<file path="config.mk">
export PLATFORM = sky130hd
export DESIGN_NAME = dcache_ctrl
export DESIGN_NICKNAME = d
export VERILOG_FILES = /design/src/rtl/dcache_ctrl.sv
export SDC_FILE = /design/constraint.sdc
export NUM_CORES = 1
export LEC_CHECK = 0
export CAP_MARGIN = 20
export CELL_PAD_IN_SITES_DETAIL_PLACEMENT = 1
export CELL_PAD_IN_SITES_GLOBAL_PLACEMENT = 2
export CORE_AREA = 5 5 319 321
export DETAILED_ROUTE_END_ITERATION = 10
export DIE_AREA = 0 0 324 326
export GPL_ROUTABILITY_DRIVEN = 0
export PLACE_DENSITY = 0.61
export SLEW_MARGIN = 30
export SYNTH_ARGS = -nofsm -noshare
export SYNTH_HDL_FRONTEND = slang
export SYNTH_SLANG_ARGS = --single-unit
</file>
<file path="constraint.sdc">
create_clock -name clock -period 4.1 [get_ports clock]
set_input_delay 0.82 -clock clock [delete_from_list [all_inputs] [get_ports clock]]
set_output_delay 0.82 -clock clock [all_outputs]
set_load 0.02 [all_outputs]
</file>
<file path="src/rtl/dcache_ctrl.sv">
// dcache_ctrl -- data-cache controller between three LSQ load ports and a
// 32-entry direct-mapped cache array.  Performs zero-latency lookups through
// the array read ports, tracks misses in a small MSHR file, issues block
// loads to memory and writes returning blocks into the array (lane 0).
//
// Ports:
//   clock, reset             clock; synchronous active-high reset
//   ld_valid/ld_addr         load requests per port (byte address)
//   ld_hit/ld_data           combinational hit and block data per port
//   mshr_full                every MSHR entry is occupied
//   fill_valid/fill_blk      fill written to the array this cycle, {tag,idx}
//   rd_idx/rd_tag            array read index/tag per port
//   rd_data/rd_valid         array read data / tag-match per port
//   wr_en/wr_idx/wr_tag/wr_data  array write port (lane 0 only)
//   proc2mem_command/addr    block load request (0=NONE, 1=LOAD)
//   mem2proc_response        issue tag of the accepted request, 0 = rejected
//   mem2proc_data/tag        returning block and its tag, tag 0 = none
//
// Build option: define DCACHE_FILL_FWD_EN to forward a same-cycle fill to a
// missing load of the same block instead of making it retry.
module dcache_ctrl #(
   parameter int unsigned NUM_PORTS = 3,
   parameter int unsigned NUM_MSHR  = 4,
   parameter int unsigned IDX_BITS  = 5,
   parameter int unsigned TAG_BITS  = 8
) (
   input  logic                               clock,
   input  logic                               reset,
   input  logic [NUM_PORTS-1:0]               ld_valid,
   input  logic [NUM_PORTS-1:0][15:0]         ld_addr,
   output logic [NUM_PORTS-1:0]               ld_hit,
   output logic [NUM_PORTS-1:0][63:0]         ld_data,
   output logic                               mshr_full,
   output logic                               fill_valid,
   output logic [TAG_BITS+IDX_BITS-1:0]       fill_blk,
   output logic [NUM_PORTS-1:0][IDX_BITS-1:0] rd_idx,
   output logic [NUM_PORTS-1:0][TAG_BITS-1:0] rd_tag,
   input  logic [NUM_PORTS-1:0][63:0]         rd_data,
   input  logic [NUM_PORTS-1:0]               rd_valid,
   output logic [NUM_PORTS-1:0]               wr_en,
   output logic [NUM_PORTS-1:0][IDX_BITS-1:0] wr_idx,
   output logic [NUM_PORTS-1:0][TAG_BITS-1:0] wr_tag,
   output logic [NUM_PORTS-1:0][63:0]         wr_data,
   output logic [1:0]                         proc2mem_command,
   output logic [31:0]                        proc2mem_addr,
   input  logic [3:0]                         mem2proc_response,
   input  logic [63:0]                        mem2proc_data,
   input  logic [3:0]                         mem2proc_tag
);

   localparam int unsigned BLK_BITS = TAG_BITS + IDX_BITS;

   typedef enum logic {ST_ISSUE, ST_WAIT} mshr_state_e;

   logic [NUM_MSHR-1:0] valid_q, valid_d;
   mshr_state_e         state_q [NUM_MSHR];
   mshr_state_e         state_d [NUM_MSHR];
   logic [BLK_BITS-1:0] blk_q   [NUM_MSHR];
   logic [BLK_BITS-1:0] blk_d   [NUM_MSHR];
   logic [3:0]          mtag_q  [NUM_MSHR];
   logic [3:0]          mtag_d  [NUM_MSHR];

   logic [NUM_PORTS-1:0][BLK_BITS-1:0] req_blk;
   logic [NUM_PORTS-1:0]               miss;
   logic [NUM_PORTS-1:0][2:0]          addr_offset_unused;

   logic                fill_hit;
   logic [BLK_BITS-1:0] fill_sel_blk;
   logic [NUM_MSHR-1:0] fill_oh;
   logic                issue_any;
   logic [BLK_BITS-1:0] issue_blk;
   logic [NUM_MSHR-1:0] issue_oh;

   // Address split and array read-port drive.
   always_comb begin
      for (int unsigned p = 0; p < NUM_PORTS; p++) begin
         req_blk[p]            = ld_addr[p][BLK_BITS+2:3];
         rd_idx[p]             = req_blk[p][IDX_BITS-1:0];
         rd_tag[p]             = req_blk[p][BLK_BITS-1:IDX_BITS];
         addr_offset_unused[p] = ld_addr[p][2:0];
         miss[p]               = ld_valid[p] & ~rd_valid[p];
      end
   end

   // Returning block: first waiting entry whose memory tag matches.
   always_comb begin
      fill_hit     = 1'b0;
      fill_sel_blk = '0;
      fill_oh      = '0;
      for (int unsigned e = 0; e < NUM_MSHR; e++) begin
         if (!fill_hit && valid_q[e] && state_q[e] == ST_WAIT &&
             mem2proc_tag != 4'd0 && mtag_q[e] == mem2proc_tag) begin
            fill_hit     = 1'b1;
            fill_sel_blk = blk_q[e];
            fill_oh[e]   = 1'b1;
         end
      end
   end

   // Request issue: lowest entry still waiting to be sent.
   always_comb begin
      issue_any = 1'b0;
      issue_blk = '0;
      issue_oh  = '0;
      for (int unsigned e = 0; e < NUM_MSHR; e++) begin
         if (!issue_any && valid_q[e] && state_q[e] == ST_ISSUE) begin
            issue_any   = 1'b1;
            issue_blk   = blk_q[e];
            issue_oh[e] = 1'b1;
         end
      end
   end

   always_comb begin
      for (int unsigned p = 0; p < NUM_PORTS; p++) begin
         ld_hit[p]  = ld_valid[p] & rd_valid[p];
         ld_data[p] = rd_data[p];
`ifdef DCACHE_FILL_FWD_EN
         if (miss[p] && fill_hit && req_blk[p] == fill_sel_blk) begin
            ld_hit[p]  = 1'b1;
            ld_data[p] = mem2proc_data;
         end
`endif
      end
   end

   always_comb begin
      wr_en      = '0;
      wr_idx     = '0;
      wr_tag     = '0;
      wr_data    = '0;
      wr_en[0]   = fill_hit;
      wr_idx[0]  = fill_sel_blk[IDX_BITS-1:0];
      wr_tag[0]  = fill_sel_blk[BLK_BITS-1:IDX_BITS];
      wr_data[0] = fill_hit ? mem2proc_data : '0;
   end

   assign fill_valid       = fill_hit;
   assign fill_blk         = fill_sel_blk;
   assign mshr_full        = &valid_q;
   assign proc2mem_command = issue_any ? 2'd1 : 2'd0;
   assign proc2mem_addr    = issue_any ? 32'({issue_blk, 3'b000}) : '0;

   // Next MSHR state.  Free slots are judged on the registered valid bits,
   // so a slot released by this cycle's fill is only reusable next cycle.
   always_comb begin
      logic                dup;
      logic                placed;
      logic [NUM_MSHR-1:0] taken;
      dup     = 1'b0;
      placed  = 1'b0;
      taken   = '0;
      valid_d = valid_q;
      state_d = state_q;
      blk_d   = blk_q;
      mtag_d  = mtag_q;

      for (int unsigned e = 0; e < NUM_MSHR; e++) begin
         if (issue_oh[e] && mem2proc_response != 4'd0) begin
            state_d[e] = ST_WAIT;
            mtag_d[e]  = mem2proc_response;
         end
         if (fill_oh[e]) valid_d[e] = 1'b0;
      end

      for (int unsigned p = 0; p < NUM_PORTS; p++) begin
         if (miss[p]) begin
            dup = fill_hit && req_blk[p] == fill_sel_blk;
            for (int unsigned e = 0; e < NUM_MSHR; e++)
               if (valid_q[e] && blk_q[e] == req_blk[p]) dup = 1'b1;
            for (int unsigned q = 0; q < NUM_PORTS; q++)
               if (q < p && miss[q] && req_blk[q] == req_blk[p]) dup = 1'b1;
            placed = dup;
            for (int unsigned e = 0; e < NUM_MSHR; e++) begin
               if (!placed && !valid_q[e] && !taken[e]) begin
                  placed     = 1'b1;
                  taken[e]   = 1'b1;
                  valid_d[e] = 1'b1;
                  state_d[e] = ST_ISSUE;
                  blk_d[e]   = req_blk[p];
                  mtag_d[e]  = '0;
               end
            end
         end
      end
   end

   always_ff @(posedge clock) begin
      if (reset) begin
         valid_q <= '0;
         for (int unsigned e = 0; e < NUM_MSHR; e++) begin
            state_q[e] <= ST_ISSUE;
            blk_q[e]   <= '0;
            mtag_q[e]  <= '0;
         end
      end else begin
         valid_q <= valid_d;
         for (int unsigned e = 0; e < NUM_MSHR; e++) begin
            state_q[e] <= state_d[e];
            blk_q[e]   <= blk_d[e];
            mtag_q[e]  <= mtag_d[e];
         end
      end
   end

endmodule

</file>
# After elaboration in Yosys (flattened, before gate mapping)
# Index checks and enable logic that the tools add are counted.
# op_classes
bitwise	13
eq_ne	22
mux	143
reduce_logical	97
# op_table
operator	count
$mux W13	20
$eq A13 B13 Y1	18
$mux W52	3
$mux W4	24
$mux W1	91
$logic_and A1 B1 Y1	64
$mux W16	4
$mux W64	1
$logic_not A1 Y1	30
$eq A4 B4 Y1	4
$reduce_bool A4 Y1	2
$not A1 Y1	7
$and A1 B1 Y1	6
$reduce_and A4 Y1	1
# word_totals
output_inout_bits	517
inputBits	320
wordCells	288
ff_bits	76

# Longest topological paths before layout
# depth
ltp_word	83
mapped_depth	13
ltp_nobuf	9

# Least setup slack after synthesis
# No wires, ideal clock.
# synth_timing
path_type	input -> output
startpoint	input mem2proc_tag[2]
endpoint	output wr_tag[0] in the netlist's numbering
n_path_buf	3
path_slack_ps	355
required_ps	3280
path_stages	10
arrival_time_ps	2925
cell_sequence	clkbuf_1 or4_1 nand3_1 nor3_1 nor2_1 clkbuf_1 a22oi_1 nor2_1 a221o_1 buf_4
# synth_between
elab_chain_cells	22
elab_cells_between_ends	29
cone_classes	eq/ne: 4; mux: 7; reduce/logical: 18
# synth_lines
item	line	rtl
start: declaration	48	input logic [3:0] mem2proc_tag
$reduce_bool A4 Y1	92	mem2proc_tag != 4'd0 && mtag_q[e] == mem2proc_tag) begin
$logic_and A1 B1 Y1	91	if (!fill_hit && valid_q[e] && state_q[e] == ST_WAIT &&
$logic_and A1 B1 Y1	92	
$mux W1	91	
$logic_not A1 Y1	91	
$logic_and A1 B1 Y1 (3 in series)	91	
$logic_and A1 B1 Y1	92	
$mux W1	91	
$logic_not A1 Y1	91	
$logic_and A1 B1 Y1 (3 in series)	91	
$logic_and A1 B1 Y1	92	
$mux W1	91	
$logic_not A1 Y1	91	
$logic_and A1 B1 Y1 (3 in series)	91	
$logic_and A1 B1 Y1	92	
$mux W13 (*)	91	
end: declaration	42	output logic [NUM_PORTS-1:0][TAG_BITS-1:0] wr_tag,
# Every way passes the cells marked *; elsewhere a longest branch is shown, timed or not.

# Worst setup path after layout
# layout_timing
startpoint	input mem2proc_tag[2]
endpoint	output fill_blk[3]
# layout_between
elab_chain_cells	22
elab_cells_between_ends	29
cone_classes	eq/ne: 4; mux: 7; reduce/logical: 18
# layout_lines
item	line	rtl
$reduce_bool A4 Y1	92	
$logic_and A1 B1 Y1	91	
$logic_and A1 B1 Y1	92	
$mux W1	91	
$logic_not A1 Y1	91	
$logic_and A1 B1 Y1 (3 in series)	91	
$logic_and A1 B1 Y1	92	
$mux W1	91	
$logic_not A1 Y1	91	
$logic_and A1 B1 Y1 (3 in series)	91	
$logic_and A1 B1 Y1	92	
$mux W1	91	
$logic_not A1 Y1	91	
$logic_and A1 B1 Y1 (3 in series)	91	
$logic_and A1 B1 Y1	92	
$mux W13 (*)	91	
end: declaration	35	output logic [TAG_BITS+IDX_BITS-1:0] fill_blk,
# Marks and branches as above.

==> results.sh <==
export IMPL_status="finished clean"
export IMPL_min_path_type="flop to flop"
export IMPL_fin_ws_ns=0.0545
export IMPL_antenna_found_initial=7
export IMPL_vias=9839
export IMPL_path_max_fanout=7
export IMPL_ios=837
export IMPL_synthArstFlopShare_pct=0
export IMPL_initial_core_util_pct=11.7
export IMPL_leakage_nw=5.98
export IMPL_portBuffers=267
export IMPL_synth_edf_count=0
export IMPL_netlist_area_leader_share_pct=29.8
export IMPL_power_total_mw=3.03
export IMPL_drt_iter0_drc=793
export IMPL_synthDistinctLibCells=63
export IMPL_drc=0
export IMPL_grt_pass1_vias=9852
export IMPL_slew_violations=0
export IMPL_cp_arrival_ns=3.23
export IMPL_yosysSeqAreaShare_pct=13.1
export IMPL_slowest_delay_ns=0.52
export IMPL_combPwrFrac_pct=44.1
export IMPL_path_clk_slew_ns=0.07
export IMPL_cts_buffers=9
export IMPL_grt_start_max_net_pins=67
export IMPL_synth_largest_area_cell="buf_4"
export IMPL_postCtsSetupBuffers=0
export IMPL_setup_violations=0
export IMPL_wl_um=63100
export IMPL_hpwl_um=51600
export IMPL_worstPathRequired_ns=3.28
export IMPL_routedWlPerCell_um=22.2
export IMPL_syn_inst=1482
export IMPL_yosys_top_cells_area="buf_4 30%, dfxtp_1 13%, xnor2_1 13%"
export IMPL_p_switching_mw=1.26
export IMPL_drtPass1Iterations=5
export IMPL_synth_common_cells="462 x buf_4, 169 x xnor2_1, 106 x nor2_1, 94 x mux2i_1, 76 x dfxtp_1"
export IMPL_synth_cell_area_um2=11600
export IMPL_grt_overflow=0
export IMPL_coreArea_um2=99000
export IMPL_clockBufferDepth=2
export IMPL_rows=116
export IMPL_cts_root_buffer="clkbuf_16"
export IMPL_avgViaCountPerCell=3.46
export IMPL_cap_viol_max_count=0
export IMPL_timing_final_crit_share_pct=98.7
export IMPL_tightest_slew_ns=0.599
export IMPL_crit_path_end_kind="primary output"
export IMPL_crit_top_cell="buf_4"
export IMPL_cts_sinks=76
export IMPL_synth_most_common_cell="buf_4"
export IMPL_yosysWarnings=0
export IMPL_drive_above_1_share_pct=17.7
export IMPL_cp_cell_sequence="clkdlybuf4s50_1 > or4_4 > buf_4 > o2111ai_1 > nor3_1 > nand2_1 > nor2_1 > buf_6 > buf_4 > a221o_1 > buf_4 > buf_4"
export IMPL_rsz0062_at_grt="false"
export IMPL_ys_ff_latch=76
export IMPL_final_antenna_net_count=0
export IMPL_path_class="input port to primary output"
export IMPL_fill_cells=11858
export IMPL_synth_flop_cell="dfxtp_1"
export IMPL_area_growth_pct=24.9
export IMPL_clock_latency_ns=0.37
export IMPL_die_w_um=324
export IMPL_p_sw_share_pct=41.5
export IMPL_cts_tree="yes"
export IMPL_fin_crit_ns=4.05
export IMPL_nNetsFinal=1862
export IMPL_skew_ns=0.0113
export IMPL_ir_worst_vdd_mv=0.142
export IMPL_clkPwrFrac_pct=26.5
export IMPL_power_frac_seq_pct=29.4
export IMPL_die_area_um2=106000
export IMPL_internal_power_mw=1.77
export IMPL_track_usage_pct=11.2
export IMPL_p_per_area_nw_per_um2=208
export IMPL_startpoint_type="input port"
export IMPL_slew_headroom_pct=60.0
export IMPL_dp_slack_ns=-0.528
export IMPL_fmax_mhz=247
export IMPL_critPathSlowestCell="or4_4"
export IMPL_hold_viol=0
export IMPL_die_h_um=326
export IMPL_grt_pass1_wl_um=83600
export IMPL_htreeDepth=3
export IMPL_synth_area_per_cell_um2=7.85
==> state kept, by name, summed over array words and instances (netlist names) <==
| signal | flops |
|---|---|
| blk_q | 52 |
| mtag_q | 16 |
| state_q | 4 |
| valid_q | 4 |
==> placed cells by master (no fill, tap or decap), drive strengths merged, types with 4 or more instances in the layout <==
cell type and n:
buf 191, conb 176, clkdlybuf4s50 170, xnor2 169, nor2 108, mux2i 94, dfxtp 76, nand2 71
and2 67, dlygate4sd2 58, nand4 40, xor2 38, a22oi 30, inv 23, nor4 19, nor3 18
clkbuf 16, a222oi 15, nand3 15, o221a 13, nor2b 13, mux2 13, a221o 13, a21oi 12
o21ai 12, o22ai 8, dlymetal6s2s 7, clkdlybuf4s15 7, o221ai 5, o211ai 5, or3 5, nand2b 4
==> metal layers <==
layer  GRT usage (%)  up-vias  wire length, um
met5               0        -               13
met4            4.63        2             2610
met3            3.05      156             4970
met2            17.1      516            27700
met1            15.0     4737            27800
li1                -     4428                -
==> power by group through the flow <==
stage	combinational (mW)	clock, mW	sequential, mW
4_1_cts	1.34	0.820	0.887
3_5_place_dp	1.33	0	0.903
6_report	1.33	0.803	0.889
2_1_floorplan	1.25	0	0.812
5_1_grt	1.42	0.852	0.894
3_3_place_gp	1.33	0	0.904
==> logic make-up after synthesis <==
logic type	synth area share, %
DFF	13.1
and+or+nand+nor	16.6
xor gates and xnor gates	15.6
AOI/OAI and AO/OA	9.82
other	0.0322
adders and majority gates	0.0861
muxes	9.35
buffers and inverters	35.5
==> metrics by stage <==
stage	hold slack, ns	utilization, %	std cells	cell area (um^2)	setup TNS [ns]
2_1_floorplan	0.449	-	1657	12300	0
3_3_place_gp	0.482	14.5	2829	14300	-23.40
3_5_place_dp	0.492	14.5	2829	14300	-19.11
4_1_cts	0.511	14.6	2844	14500	-0.317
5_1_grt	0.550	14.7	2845	14500	0
6_report	0.504	14.7	2847	14500	0
==> what timing repair did <==
action                                  4_1_cts  5_1_grt
hold buffers                                  0        0
pin swaps                                     5        4
cloned                                        0        1
resized for setup                           141       15
endpoints found under the setup margin       88       23
==> worst paths after layout <==
path,startpoint,slack [ns],cells after the start,end
worst max-delay path,mem2proc_tag[2],0.05,12,fill_blk[3]
worst min-delay path,state_q[2],0.50,2,state_q[2]
worst max register to register,blk_q[10],0.74,11,blk_q[19]
worst min register to register,state_q[2],0.50,2,state_q[2]
==> critical path, delay by kind of cell <==
kind / cells / cell delay [ns]
AOI/OAI and AO/OA: 2 / 0.46
and+or+nand+nor: 4 / 0.76
buffers and inverters: 6 / 1.17
==> layout make-up <==
| type | count | area [um^2] | share of cell area, % |
|---|---|---|---|
| well taps | 1298 | 1620 | 11.2 |
| clock buffers | 12 | 246 | 1.70 |
| flip-flops and latches | 76 | 1520 | 10.5 |
| inverters | 24 | 90.1 | 0.620 |
| repair buffers | 437 | 4300 | 29.6 |
| diodes | 2 | 5.00 | 0.0345 |
| clock inverters | 4 | 25.0 | 0.172 |
| multi-input cells | 994 | 6710 | 46.2 |
(Power assumes the default switching activity.)
